## src/rtl/hazard_ctrl.sv

```systemverilog
// hazard_ctrl: pipeline hazard and stall sequencer for the 5-stage CPU.
//
// Drives the ID-stage control-bubble select and the write enables of PC, IF/ID,
// ID/EX, EX/MEM, plus the MEM/WB bubble. It covers load-use stalls, taken
// branch/jump flushes of IF/ID, and multi-cycle data-memory waits guarded by a
// timeout watchdog.
//
// Ports:
//   clk_i, rst_i            clock (rising edge), async active-high reset
//   IDEX_MemRd_i, IDEX_Rt_i load in EX and its destination register
//   IFID_Rs_i, IFID_Rt_i    source registers of the instruction in ID
//   Branch_taken_i          ID resolved a taken branch/jump
//   mem_req_i, mem_ack_i    data-memory request / completion
//   select_o                1 = ID control mux emits an all-zero bubble
//   PCWrite_o .. EXMEMWrite_o  register write enables
//   IFID_Flush_o            clear IF/ID at the next edge
//   MEMWB_bubble_o          load a bubble into MEM/WB
//   mem_timeout_o           sticky timeout error
//   state_o                 FSM state (debug)
//   stall_cycles_o, flush_count_o  perf counters
//
// Optional feature: define HAZARD_PERF_EN to build the saturating perf
// counters; otherwise both counter ports read 0 and no counter flops exist.
//
// state   | meaning
// --------+--------------------------------------------------------------
// RUN     | normal operation; load-use stalls and flushes handled here
// MEMWAIT | a data-memory access has been pending for at least one cycle
// ERR     | access never acked in time; pipeline parked until reset

module hazard_ctrl #(
  parameter int MAX_MEM_WAIT = 15,
  parameter int WAIT_CNT_W   = 4,
  parameter int PERF_W       = 16
) (
  input  logic              clk_i,
  input  logic              rst_i,
  input  logic              IDEX_MemRd_i,
  input  logic [4:0]        IDEX_Rt_i,
  input  logic [4:0]        IFID_Rs_i,
  input  logic [4:0]        IFID_Rt_i,
  input  logic              Branch_taken_i,
  input  logic              mem_req_i,
  input  logic              mem_ack_i,
  output logic              select_o,
  output logic              PCWrite_o,
  output logic              IFIDWrite_o,
  output logic              IFID_Flush_o,
  output logic              IDEXWrite_o,
  output logic              EXMEMWrite_o,
  output logic              MEMWB_bubble_o,
  output logic              mem_timeout_o,
  output logic [1:0]        state_o,
  output logic [PERF_W-1:0] stall_cycles_o,
  output logic [PERF_W-1:0] flush_count_o
);

  typedef enum logic [1:0] {
    RUN     = 2'd0,
    MEMWAIT = 2'd1,
    ERR     = 2'd2
  } state_t;

  state_t                state_q, state_d;
  // Down-counter of wait cycles still allowed before the watchdog fires.
  logic [WAIT_CNT_W-1:0] wait_left_q, wait_left_d;
  logic                  flush_pend_q, flush_pend_d;

  logic in_err, freeze, lduse, lduse_stall, flush;

  assign in_err      = (state_q == ERR);
  assign freeze      = ~in_err & mem_req_i & ~mem_ack_i;
  assign lduse       = IDEX_MemRd_i & (IDEX_Rt_i != 5'd0) &
                       ((IDEX_Rt_i == IFID_Rs_i) | (IDEX_Rt_i == IFID_Rt_i));
  // A frozen pipeline cannot advance, so a load-use stall only matters once
  // the freeze lifts.
  assign lduse_stall = lduse & ~freeze & ~in_err;
  assign flush       = (Branch_taken_i | flush_pend_q) & ~freeze & ~lduse_stall & ~in_err;

  assign state_o = state_q;

  always_ff @(posedge clk_i or posedge rst_i) begin
    if (rst_i) begin
      state_q      <= RUN;
      wait_left_q  <= '0;
      flush_pend_q <= 1'b0;
    end else begin
      state_q      <= state_d;
      wait_left_q  <= wait_left_d;
      flush_pend_q <= flush_pend_d;
    end
  end

  always_comb begin
    state_d        = state_q;
    wait_left_d    = wait_left_q;
    flush_pend_d   = flush_pend_q;
    select_o       = 1'b0;
    PCWrite_o      = 1'b1;
    IFIDWrite_o    = 1'b1;
    IDEXWrite_o    = 1'b1;
    EXMEMWrite_o   = 1'b1;
    IFID_Flush_o   = 1'b0;
    MEMWB_bubble_o = 1'b0;
    mem_timeout_o  = 1'b0;

    case (state_q)
      RUN: begin
        if (freeze) begin
          state_d     = MEMWAIT;
          // First frozen cycle already counted: MAX_MEM_WAIT-1 more allowed.
          wait_left_d = WAIT_CNT_W'(MAX_MEM_WAIT - 1);
        end
      end
      MEMWAIT: begin
        // Ack wins over everything; a dropped request is tolerated.
        if (mem_ack_i || !mem_req_i) begin
          state_d     = RUN;
          wait_left_d = '0;
        end else if (wait_left_q == '0) begin
          state_d = ERR;
        end else begin
          wait_left_d = wait_left_q - WAIT_CNT_W'(1);
        end
      end
      ERR: state_d = ERR;
      default: begin
        state_d     = RUN;
        wait_left_d = '0;
      end
    endcase

    // A branch that cannot flush now is remembered; several collapse into one.
    if (flush) begin
      flush_pend_d = 1'b0;
    end else if (Branch_taken_i && (freeze || lduse_stall)) begin
      flush_pend_d = 1'b1;
    end

    if (rst_i) begin
      select_o     = 1'b1;
      PCWrite_o    = 1'b0;
      IFIDWrite_o  = 1'b0;
      IDEXWrite_o  = 1'b0;
      EXMEMWrite_o = 1'b0;
    end else if (in_err) begin
      select_o       = 1'b1;
      PCWrite_o      = 1'b0;
      IFIDWrite_o    = 1'b0;
      IDEXWrite_o    = 1'b0;
      EXMEMWrite_o   = 1'b0;
      MEMWB_bubble_o = 1'b1;
      mem_timeout_o  = 1'b1;
    end else if (freeze) begin
      PCWrite_o      = 1'b0;
      IFIDWrite_o    = 1'b0;
      IDEXWrite_o    = 1'b0;
      EXMEMWrite_o   = 1'b0;
      MEMWB_bubble_o = 1'b1;
    end else if (lduse_stall) begin
      select_o    = 1'b1;
      PCWrite_o   = 1'b0;
      IFIDWrite_o = 1'b0;
    end else begin
      IFID_Flush_o = flush;
    end
  end

`ifdef HAZARD_PERF_EN
  logic [PERF_W-1:0] stall_cnt_q, flush_cnt_q;

  always_ff @(posedge clk_i or posedge rst_i) begin
    if (rst_i) begin
      stall_cnt_q <= '0;
      flush_cnt_q <= '0;
    end else begin
      if ((freeze || lduse_stall) && (stall_cnt_q != '1)) begin
        stall_cnt_q <= stall_cnt_q + PERF_W'(1);
      end
      if (flush && (flush_cnt_q != '1)) begin
        flush_cnt_q <= flush_cnt_q + PERF_W'(1);
      end
    end
  end

  assign stall_cycles_o = stall_cnt_q;
  assign flush_count_o  = flush_cnt_q;
`else
  assign stall_cycles_o = '0;
  assign flush_count_o  = '0;
`endif

endmodule

```

## config.mk

```make
export PLATFORM = sky130hd
export DESIGN_NAME = hazard_ctrl
export DESIGN_NICKNAME = d
export VERILOG_FILES = /design/src/rtl/hazard_ctrl.sv
export SDC_FILE = /design/constraint.sdc
export NUM_CORES = 1
export LEC_CHECK = 0
export CAP_MARGIN = 20
export CORE_UTILIZATION = 30
export CTS_CLUSTER_DIAMETER = 40
export DETAILED_ROUTE_END_ITERATION = 10
export PLACE_DENSITY = 0.8
export REMOVE_ABC_BUFFERS = 1
export SYNTH_ARGS = -nofsm -noshare
export SYNTH_HDL_FRONTEND = slang
export SYNTH_SLANG_ARGS = --single-unit
```

## constraint.sdc

```tcl
create_clock -name clk_i -period 1.9 [get_ports clk_i]
set_clock_uncertainty 0.15 [all_clocks]
set_input_delay 0.38 -clock clk_i [delete_from_list [all_inputs] [get_ports clk_i]]
set_output_delay 0.38 -clock clk_i [all_outputs]
set_load 0.05 [all_outputs]
```

==> summary.md <==
| Metric | Value |
|---|---|
| Synth Area in Adders | 0.03091 |
| GRT overflow | 0 |
| Port bufs | 30 |
| Fin crit share | 1.158 |
| Hold Fails Final Rpt | 0 |
| Worst EP arrival | roughly 1700 ps |
| Reg-to-Reg End | wait_left_q[0]$_DFFE_PP0P_ |
| Area delta synth->final | 61.05% |
| Largest family of logic cells by synthesized area | buffers and inverters |
| Mux contribution to synthesized area | 0 |
| Mapped Area | 809.5 um2 |
| CP Cell Sequence | buf_6 > or4_4 > o21a_4 > a311o_1 > buf_6 |
| Antenna viol nets, final | 0 |
| Synth Area in Compound Gates | 0.1530 |
| Depth of the CTS H-tree | 1 |
| Tmin final | about 2200 ps |
| Skew-Pair Late Insertion Delay | around 260 ps |
| CP max stage cell | or4_4 |
| Final setup margin | -300.2 ps |
| Delay-heaviest family, CP | simple AND/OR/NAND/NOR gates |
| Crit path launch type | input pin |
| Post-Route WL | about 2000 um |
| Share of power burned in registers | 0.232 |
| Most used cell, CP | buf_6 |
| Worst Setup End Kind | primary output |
| # DRC | 0 |
| Mean post-synth cell area | 8.015 um2 |
| Core footprint | 0.002522 mm2 |
| I/O pin total | 63 |
| Die height | around 54 um |
| Vias | ~760 |
| Register area share after synthesis | 0.2164 |
| NetSw | 0.4064 mW |
| Clk Tree Root Cell | clkbuf_4 |
| Clock network fraction of design power | 0.170 |
| Reg2Reg Depth | 7 |
| WL/cell | between 10 and 15 um |
| First-pass iteration count of the detailed router | 4 |
| CP Class | input pin to primary output |
| Critical R2R Launch | wait_left_q[0]$_DFFE_PP0P_ |
| Hold Path Class | input pin to async pin |
| Diode count | 0 |
| Final setup viols | 5 |
| Num CTS Buffers | 3 |
| Switching Share | 0.4794 |
| Sink Count | 7 |
| Synth warn | 0 |
| Achievable Freq | ~450 MHz |
| Total GRT Usage | 0.1585 |
| Worst path bufs/invs | 2 |
| Largest net degree at the start of global routing | 12 |
| Number of global-route vias before repair | between 700 and 800 |
| Failing checks | setup timing |
| Core Rows | 18 |
| Worst Path Max Fanout | 4 |
| Combinational power share | 0.598 |
| Commonest non-fill, non-tap cell in the layout | conb_1 |
| RSZ-0062 raised after global routing | true |
| # hold bufs at CTS | 0 |
| Clock Tree Buf Depth | 2 |
| Pwr Density | 650.2 mW/mm2 |
| Fraction of layout instances using a drive strength above 1 | 0.2877 |
| Worst-path clk slew | 60 ps |
| VDD IR max | about 0.28 mV |
| Hold_ws | ~230 ps |
| Initial antenna violation count | 0 |
| Post-Synth Simple-Gate Area | 0.1484 |
| Final Max Slew Viols | 0 |
| FF+latch count, synth | 7 |
| DRT iter0 DRCs | 7 |
| Die area | 0.002910 mm2 |
| Cell variety after synth | 25 |
| Internal | 0.4413 mW |
| CP required | 1370 ps |
| Outcome | complete, but fails checks |
| Die width | 53.95 um |
| Initial Util | 0.3209 |
| Xor/xnor share of the synthesized area | 0.1082 |
| GPL Wtd Cong | 0.8236 |
| Reg2reg setup slack | approximately 260 ps |
| Fin util | 0.5169 |
| Global-route wire length before repair | approximately 3200 um |
| Max-cap violations | 0 |
| DP HPWL | 1667 um |
| TritonCTS clock tree | done |
| Worst path max stage delay | between 500 and 600 ps |
| Nets | 170 |
| Cells after Synth | 101 |
| Leakage power | approximately 0.63 nW |
| Commonest cells after routing, fill and taps aside | 32 x conb_1, 14 x buf_4, 13 x dlygate4sd2_1 |
| Fin Setup TNS | -1065 ps |
| Vias per cell | approximately 4.3 |
==> per-stage QoR <==
stage	area, um2	worst slack [ps]	total power, mW	std cells
after global placement	1192	-703.3	0.6607	172
after CTS	1277	-320.2	0.8407	176
final	1304	-300.2	0.8477	176
after detailed placement	1192	-735.7	0.6813	172
after floorplan	666.9	-3973	0.4954	97
after global routing	1304	-311.2	0.8922	176
==> tightest hold or removal path, cell delays in order <==
cell	delay [ps]
dlygate4sd2_1	270
buf_4	160
inv_1	220
==> final cells by class <==
class,instances,area [um2]
fillers,233,1219
multi-input cells,86,558.0
repair buffers,45,491.7
flip-flops and latches,7,175.2
well taps,30,37.54
clock buffers,4,26.28
inverters,4,15.01
==> worst max-delay path by stage <==
stage,from,end,slack [ps],depth (start not counted)
after global routing,IDEX_Rt_i[4],select_o,-310,5
final,IDEX_Rt_i[4],select_o,-300,5
after detailed placement,IDEX_Rt_i[1],IFIDWrite_o,-740,6
after CTS,IDEX_Rt_i[4],select_o,-320,5
after global placement,IDEX_Rt_i[1],select_o,-700,5
after floorplan,state_o[0]$_DFFE_PP0P_,IFIDWrite_o,-3970,3
==> synthesized netlist by cell type <==
master | number | area, um2
buf_4 | 34 | 255.2
xnor2_1 | 10 | 87.58
dfrtp_1 | 7 | 175.2
o21ai_0 | 6 | 30.03
a21oi_1 | 4 | 20.02
inv_1 | 4 | 15.01
nand2_1 | 4 | 15.01
nand3_1 | 4 | 20.02
nor2_1 | 4 | 15.01
nand2b_1 | 3 | 18.77
nor2b_1 | 3 | 18.77
ha_1 | 2 | 25.02
nor3_1 | 2 | 10.01
nor3b_1 | 2 | 15.01
o2bb2ai_1 | 2 | 17.52
a21boi_0 | 1 | 7.510
a21o_1 | 1 | 7.510
a22o_1 | 1 | 8.760
a2bb2oi_1 | 1 | 8.760
a311o_1 | 1 | 10.01
clkbuf_1 | 1 | 3.750
conb_1 | 1 | 3.750
o21a_1 | 1 | 7.510
o22ai_1 | 1 | 6.260
or4_1 | 1 | 7.510
==> power groups by stage <==
stage	combinational, mW	sequential (mW)	clock [mW]
after floorplan	0.292	0.204	0
after global placement	0.468	0.192	0
after detailed placement	0.486	0.196	0
after CTS	0.500	0.193	0.148
after global routing	0.536	0.200	0.156
final	0.507	0.196	0.144
==> per-layer routing <==
layer	track usage	vias to the layer above	wire length [um]
li1	-	365	-
met1	0.1497	356	653
met2	0.3189	34	1246
met3	0.01695	4	84
met4	0.09211	0	40
met5	0	-	0
==> flip-flops by register name, summed over array words and instances, names as in the netlist <==
register	cells
wait_left_q	4
state_o	2
flush_pend_q	1
==> logic make-up (layout without fill, tap and decap cells) <==
group                      count (synthesis)  in the layout
xor gates and xnor gates                  10             10
other                                      1             32
DFF                                        7              7
and+or+nand+nor                           23             23
AOI/OAI and AO/OA                         19             19
adders and majority gates                  2              2
buffers and inverters                     39             53
==> timing repair <==
action,in CTS,in global routing
buffers inserted,2,0
endpoints found under the hold margin,0,0
setup endpoints to repair,8,7
resized for setup,42,5
pin swaps,14,5
cloned,0,0
Note: power is estimated with default switching activity, not from simulation.
==> patch 1, RTL diff (config.mk and constraints unchanged) <==
Change the parameter `PERF_W` from 16 to 14.
--- a/src/rtl/hazard_ctrl.sv
+++ b/src/rtl/hazard_ctrl.sv
@@ -32,5 +32,5 @@
   parameter int MAX_MEM_WAIT = 15,
   parameter int WAIT_CNT_W   = 4,
-  parameter int PERF_W       = 16
+  parameter int PERF_W       = 14
 ) (
   input  logic              clk_i,
Ports: changed (resized flush_count_o and stall_cycles_o); port bits go from 63 to 59. The function was not compared with the original's and may differ.
==> patch 1 against the original RTL <==
The flow still finishes with violations (setup timing). Final area fell by 4.0%. Routed wire length fell by 5.1%. Synthesized cell count fell by 4.0%. Synthesized area fell by 3.7%. Sequential cell count did not move. Worst setup slack got worse by 0.011 ns. Sequential power barely moved. Maximum frequency fell by 0.48%. Power fell by 5.4%. Critical endpoint unchanged. Critical path type unchanged.
==> patch 1: results (changes against the original RTL) <==
LOGIC SYNTHESIS
---------------------------------------------------------------------------
Most area-consuming cells after synthesis .................... sky130_fd_sc_hd__buf_4 29%, sky130_fd_sc_hd__dfrtp_1 22%, sky130_fd_sc_hd__xnor2_1 11%
Share of the yosys chip area belonging to registers ..........       0.2247   +0.008336
Top cells by instance count after synthesis .................. 30 x sky130_fd_sc_hd__buf_4, 10 x sky130_fd_sc_hd__xnor2_1, 7 x sky130_fd_sc_hd__dfrtp_1, 6 x sky130_fd_sc_hd__o21ai_0

TIMING
---------------------------------------------------------------------------
Worst hold slack .............................................    0.2431 ns   +0.01435 ns
Post-layout worst setup margin ...............................   -0.3108 ns   -0.01066 ns
Final-layout setup total negative slack ......................    -1.179 ns   -0.1140 ns
Final setup violation count ..................................            5   unchanged

GRT
---------------------------------------------------------------------------
Global-route usage over all layers ...........................       0.1448   -0.01363
Number of global-route vias before repair ....................          674   -5.3%
Global-route wire length before repair .......................     2.884 mm   -8.5%
Largest net degree at the start of global routing ............           12   unchanged

PLACE
---------------------------------------------------------------------------
HPWL after DPL ...............................................     1.474 mm   -12%
Pre-CTS worst setup slack ....................................   -0.7795 ns   -0.04386 ns
Gp weighted congestion .......................................       0.7207   -12%

DETAILED ROUTING
---------------------------------------------------------------------------
Avg WL per Cell ..............................................     11.23 µm   -2.4%
Mean number of vias per cell .................................        4.281   -0.74%
First-iteration detailed-routing DRC count ...................            5   -2

CRITICAL PATH
---------------------------------------------------------------------------
Endpoint of the worst-slack reg-to-reg timing path ........... wait_left_q[2]$_DFFE_PP0P_
Largest stage delay on the critical path .....................      0.53 ns   about the same
Worst setup path endpoint ....................................     select_o

POWER AND IR DROP
---------------------------------------------------------------------------
Switch Pwr ...................................................  0.0003706 W   -8.8%
Maximum VDD drop .............................................    0.3398 mV   +20%

CELLS AND AREA
---------------------------------------------------------------------------
Fraction of final layout cells sized beyond drive strength 1 .       0.2979   +0.01020
Number of nets in the final layout ...........................          165   -2.9%
Max reg flops ................................................            4   unchanged

OUTCOME
---------------------------------------------------------------------------
Status ....................................................... finished, violations left
Violations in the final reports .............................. setup timing

[patch 1: how the worst min path moves through the flow]
stage	start	cells past startpoint	endpoint
global placement	wait_left_q[3]$_DFFE_PP0P_	1	wait_left_q[3]$_DFFE_PP0P_
detailed placement	wait_left_q[3]$_DFFE_PP0P_	1	wait_left_q[3]$_DFFE_PP0P_
floorplan	rst_i	1	flush_pend_q$_DFFE_PP0P_
global route	rst_i	3	flush_pend_q$_DFFE_PP0P_
CTS	rst_i	3	state_o[0]$_DFFE_PP0P_
finish	rst_i	3	state_o[0]$_DFFE_PP0P_
[patch 1: kinds of logic after synthesis]
| group | Yosys count | synth area share |
|---|---|---|
| buf+inv | 35 | 0.3130 |
| simple gates | 23 | 0.1541 |
| compound gates | 19 | 0.1589 |
| xor+xnor | 10 | 0.1124 |
| flops | 7 | 0.2247 |
| fa+ha+maj | 2 | 0.03210 |
| other cells | 1 | 0.004811 |
[patch 1: area by class of cell]
cell class | instances | area (µm²)
clock buffer | 4 | 26.28
inverter | 4 | 15.01
multi-input combinational | 82 | 530.5
fill | 241 | 1204
tap | 30 | 37.54
sequential | 7 | 175.2
timing repair buffer | 44 | 466.7
[patch 1: worst register-to-register path: stages (launching register included)]
cell and delay, ns:
sky130_fd_sc_hd__dfrtp_1 0.39, sky130_fd_sc_hd__inv_1 0.12, sky130_fd_sc_hd__ha_1 0.18, sky130_fd_sc_hd__nor3b_2 0.30, sky130_fd_sc_hd__o21ai_0 0.15, sky130_fd_sc_hd__a22o_1 0.25
[patch 1: routing by layer]
layer,global-route usage,wire length [µm],vias up
li1,-,-,355
met1,0.1399,619,332
met2,0.2954,1137,43
met3,0.03448,148,2
met4,0.03947,15,0
met5,0,0,-
[patch 1: per-stage QoR]
| step | instance area, µm² | cells |
|---|---|---|
| detailed placement | 1147 | 164 |
| finish | 1251 | 171 |
| global route | 1251 | 171 |
| global placement | 1147 | 164 |
| CTS | 1236 | 171 |
| floorplan | 651.9 | 93 |
[patch 1: power by group through the flow]
stage	Clock [W]	Sequential, W	Combinational [W]
2_1_floorplan	0	0.000204	0.000275
3_3_place_gp	0	0.000192	0.000440
3_5_place_dp	0	0.000194	0.000454
4_1_cts	0.000133	0.000192	0.000467
5_1_grt	0.000148	0.000198	0.000501
6_report	0.000130	0.000196	0.000476
[patch 1: repair_timing]
| action | 4_1_cts | 5_1_grt |
|---|---|---|
| buffers inserted | 4 | 0 |
| pin swaps | 18 | 2 |
| cloned | 0 | 0 |
| gates resized for setup | 45 | 5 |
| setup endpoints to repair | 7 | 9 |
==> patch 2, RTL diff (same flow settings) <==
Without the edit above. Put a register stage on the output `mem_timeout_o`, without a reset. The value now appears one clock later. The other outputs are not delayed to match.
--- a/src/rtl/hazard_ctrl.sv
+++ b/src/rtl/hazard_ctrl.sv
@@ -62,4 +62,6 @@
   } state_t;
 
+  logic mem_timeout_d;
+
   state_t                state_q, state_d;
   // Down-counter of wait cycles still allowed before the watchdog fires.
@@ -103,5 +105,5 @@
     IFID_Flush_o   = 1'b0;
     MEMWB_bubble_o = 1'b0;
-    mem_timeout_o  = 1'b0;
+    mem_timeout_d  = 1'b0;
 
     case (state_q)
@@ -151,5 +153,5 @@
       EXMEMWrite_o   = 1'b0;
       MEMWB_bubble_o = 1'b1;
-      mem_timeout_o  = 1'b1;
+      mem_timeout_d  = 1'b1;
     end else if (freeze) begin
       PCWrite_o      = 1'b0;
@@ -191,4 +193,8 @@
 `endif
 
+  always_ff @(posedge clk_i) begin
+    mem_timeout_o <= mem_timeout_d;
+  end
+
 endmodule
 
Formal check against the unedited RTL: same outputs for any inputs over 10 cycles, from zero or initial values and one cycle with rst_i high; that may be too few to reach the edited logic, so the function may still have changed.
==> patch 2 against the original RTL <==
The flow still finishes with violations (setup timing). Final area is 3.4% lower. Register-to-register slack better by 0.03 ns. Hold slack worse by 0.037 ns. Critical path depth stayed put. Non-clock buffer count is 1 higher. Routed wire length is 2.4% higher. Sequential cell count is 1 higher. Power is 5.0% higher. Worst setup slack better by 0.0093 ns. Synthesized area is 2.3% higher.
==> patch 2: results (changes against the original RTL) <==
OUTCOME
------------------------------------------------------------------
Status .............................................. finished, violations left
Violations in the final reports ..................... setup timing

CELLS AND AREA
------------------------------------------------------------------
Number of nets in the final layout ..................          173   +1.8%
Non-clock buffer count ..............................           46   +2.2%
ClkCell Share .......................................      0.02085   +0.0007004
Multi-input logic area ..............................    519.2 µm²   -7.0%

POWER AND IR DROP
------------------------------------------------------------------
Switching fraction of total power ...................       0.4789   -0.0005167
Leakage component of the power ......................    0.6124 nW   -2.9%
Cell-internal power .................................  0.0004638 W   +5.1%
Clk power ...........................................   0.000156 W   +8%

DETAILED ROUTING
------------------------------------------------------------------
Routed length on met1 ...............................       751 µm   +15%
Met3 layer wire length in the routed design .........        73 µm   -13%
Met2 Wirelength .....................................     1.175 mm   -5.7%

LOGIC SYNTHESIS
------------------------------------------------------------------
Yosys cell types ....................................           26   +4.0%
Top cells by instance count after synthesis ......... 34 x sky130_fd_sc_hd__buf_4, 11 x sky130_fd_sc_hd__xnor2_1, 7 x sky130_fd_sc_hd__dfrtp_1, 6 x sky130_fd_sc_hd__a21oi_1, 6 x sky130_fd_sc_hd__nor2_1
Most area-consuming cells after synthesis ........... sky130_fd_sc_hd__buf_4 31%, sky130_fd_sc_hd__dfrtp_1 21%, sky130_fd_sc_hd__xnor2_1 12%
Share of the yosys chip area belonging to registers .       0.2356   +0.01927

PLACE
------------------------------------------------------------------
HPWL after DPL ......................................     1.619 mm   -2.9%
Gp weighted congestion ..............................       0.8328   +1.1%

TIMING
------------------------------------------------------------------
Post-layout worst setup margin ......................   -0.2909 ns   +0.009253 ns
Final setup violation count .........................            5   unchanged
Final-layout setup total negative slack .............    -1.132 ns   -0.06667 ns

GRT
------------------------------------------------------------------
Met1 global-route usage .............................       0.1491   -0.0005811
Global-route usage over all layers ..................       0.1421   -0.01634
Met2 GRT Util .......................................       0.2622   -0.05673

-- patch 2: changes by cell type after synthesis, sizes merged, moves of 2 or more --
cell	unedited run	this run
a21oi	4	6
nand2b	3	1
nor2	4	6
o21ai	6	3
o22ai	1	3
-- patch 2: repair_timing --
item,4_1_cts,5_1_grt
endpoints found under the setup margin,7,7
gates cloned,0,0
pin swaps,16,2
resized for setup,38,6
hold buffers,0,0
buffers inserted,1,0
-- patch 2: cells by family (layout without fill, tap and decap cells) --
group,count (synthesis),count (layout),share of synthesized area
AOI/OAI and AO/OA,17,17,0.1269
xor gates and xnor gates,11,11,0.1163
adders and majority gates,2,2,0.03021
buffers and inverters,40,55,0.3353
DFF,8,8,0.2357
other,1,32,0.004527
and+or+nand+nor,24,24,0.1511
-- patch 2: metrics by stage --
| step | instances | utilization | hold WS, ns |
|---|---|---|---|
| after global routing | 179 | 0.4951 | 0.2386 |
| after CTS | 179 | 0.4892 | 0.1990 |
| final | 179 | 0.4951 | 0.1915 |
| after floorplan | 99 | - | 0.03340 |
| after global placement | 174 | 0.4710 | 0.3923 |
| after detailed placement | 174 | 0.4710 | 0.3914 |
-- patch 2: worst paths after layout --
| path | slack, ns | from | end |
|---|---|---|---|
| hold reg to reg | 0.42 | wait_left_q[1]$_DFFE_PP0P_ | wait_left_q[1]$_DFFE_PP0P_ |
| max in group asynchronous | 1.19 | rst_i | wait_left_q[0]$_DFFE_PP0P_ |
| setup reg to reg | 0.29 | wait_left_q[0]$_DFFE_PP0P_ | wait_left_q[2]$_DFFE_PP0P_ |
| hold / removal | 0.19 | rst_i | state_o[1]$_DFFE_PP0P_ |
| min in group clk_i | 0.41 | rst_i | mem_timeout_o$_SDFF_PP0_ |
| setup / recovery | -0.29 | IDEX_Rt_i[3] | select_o |
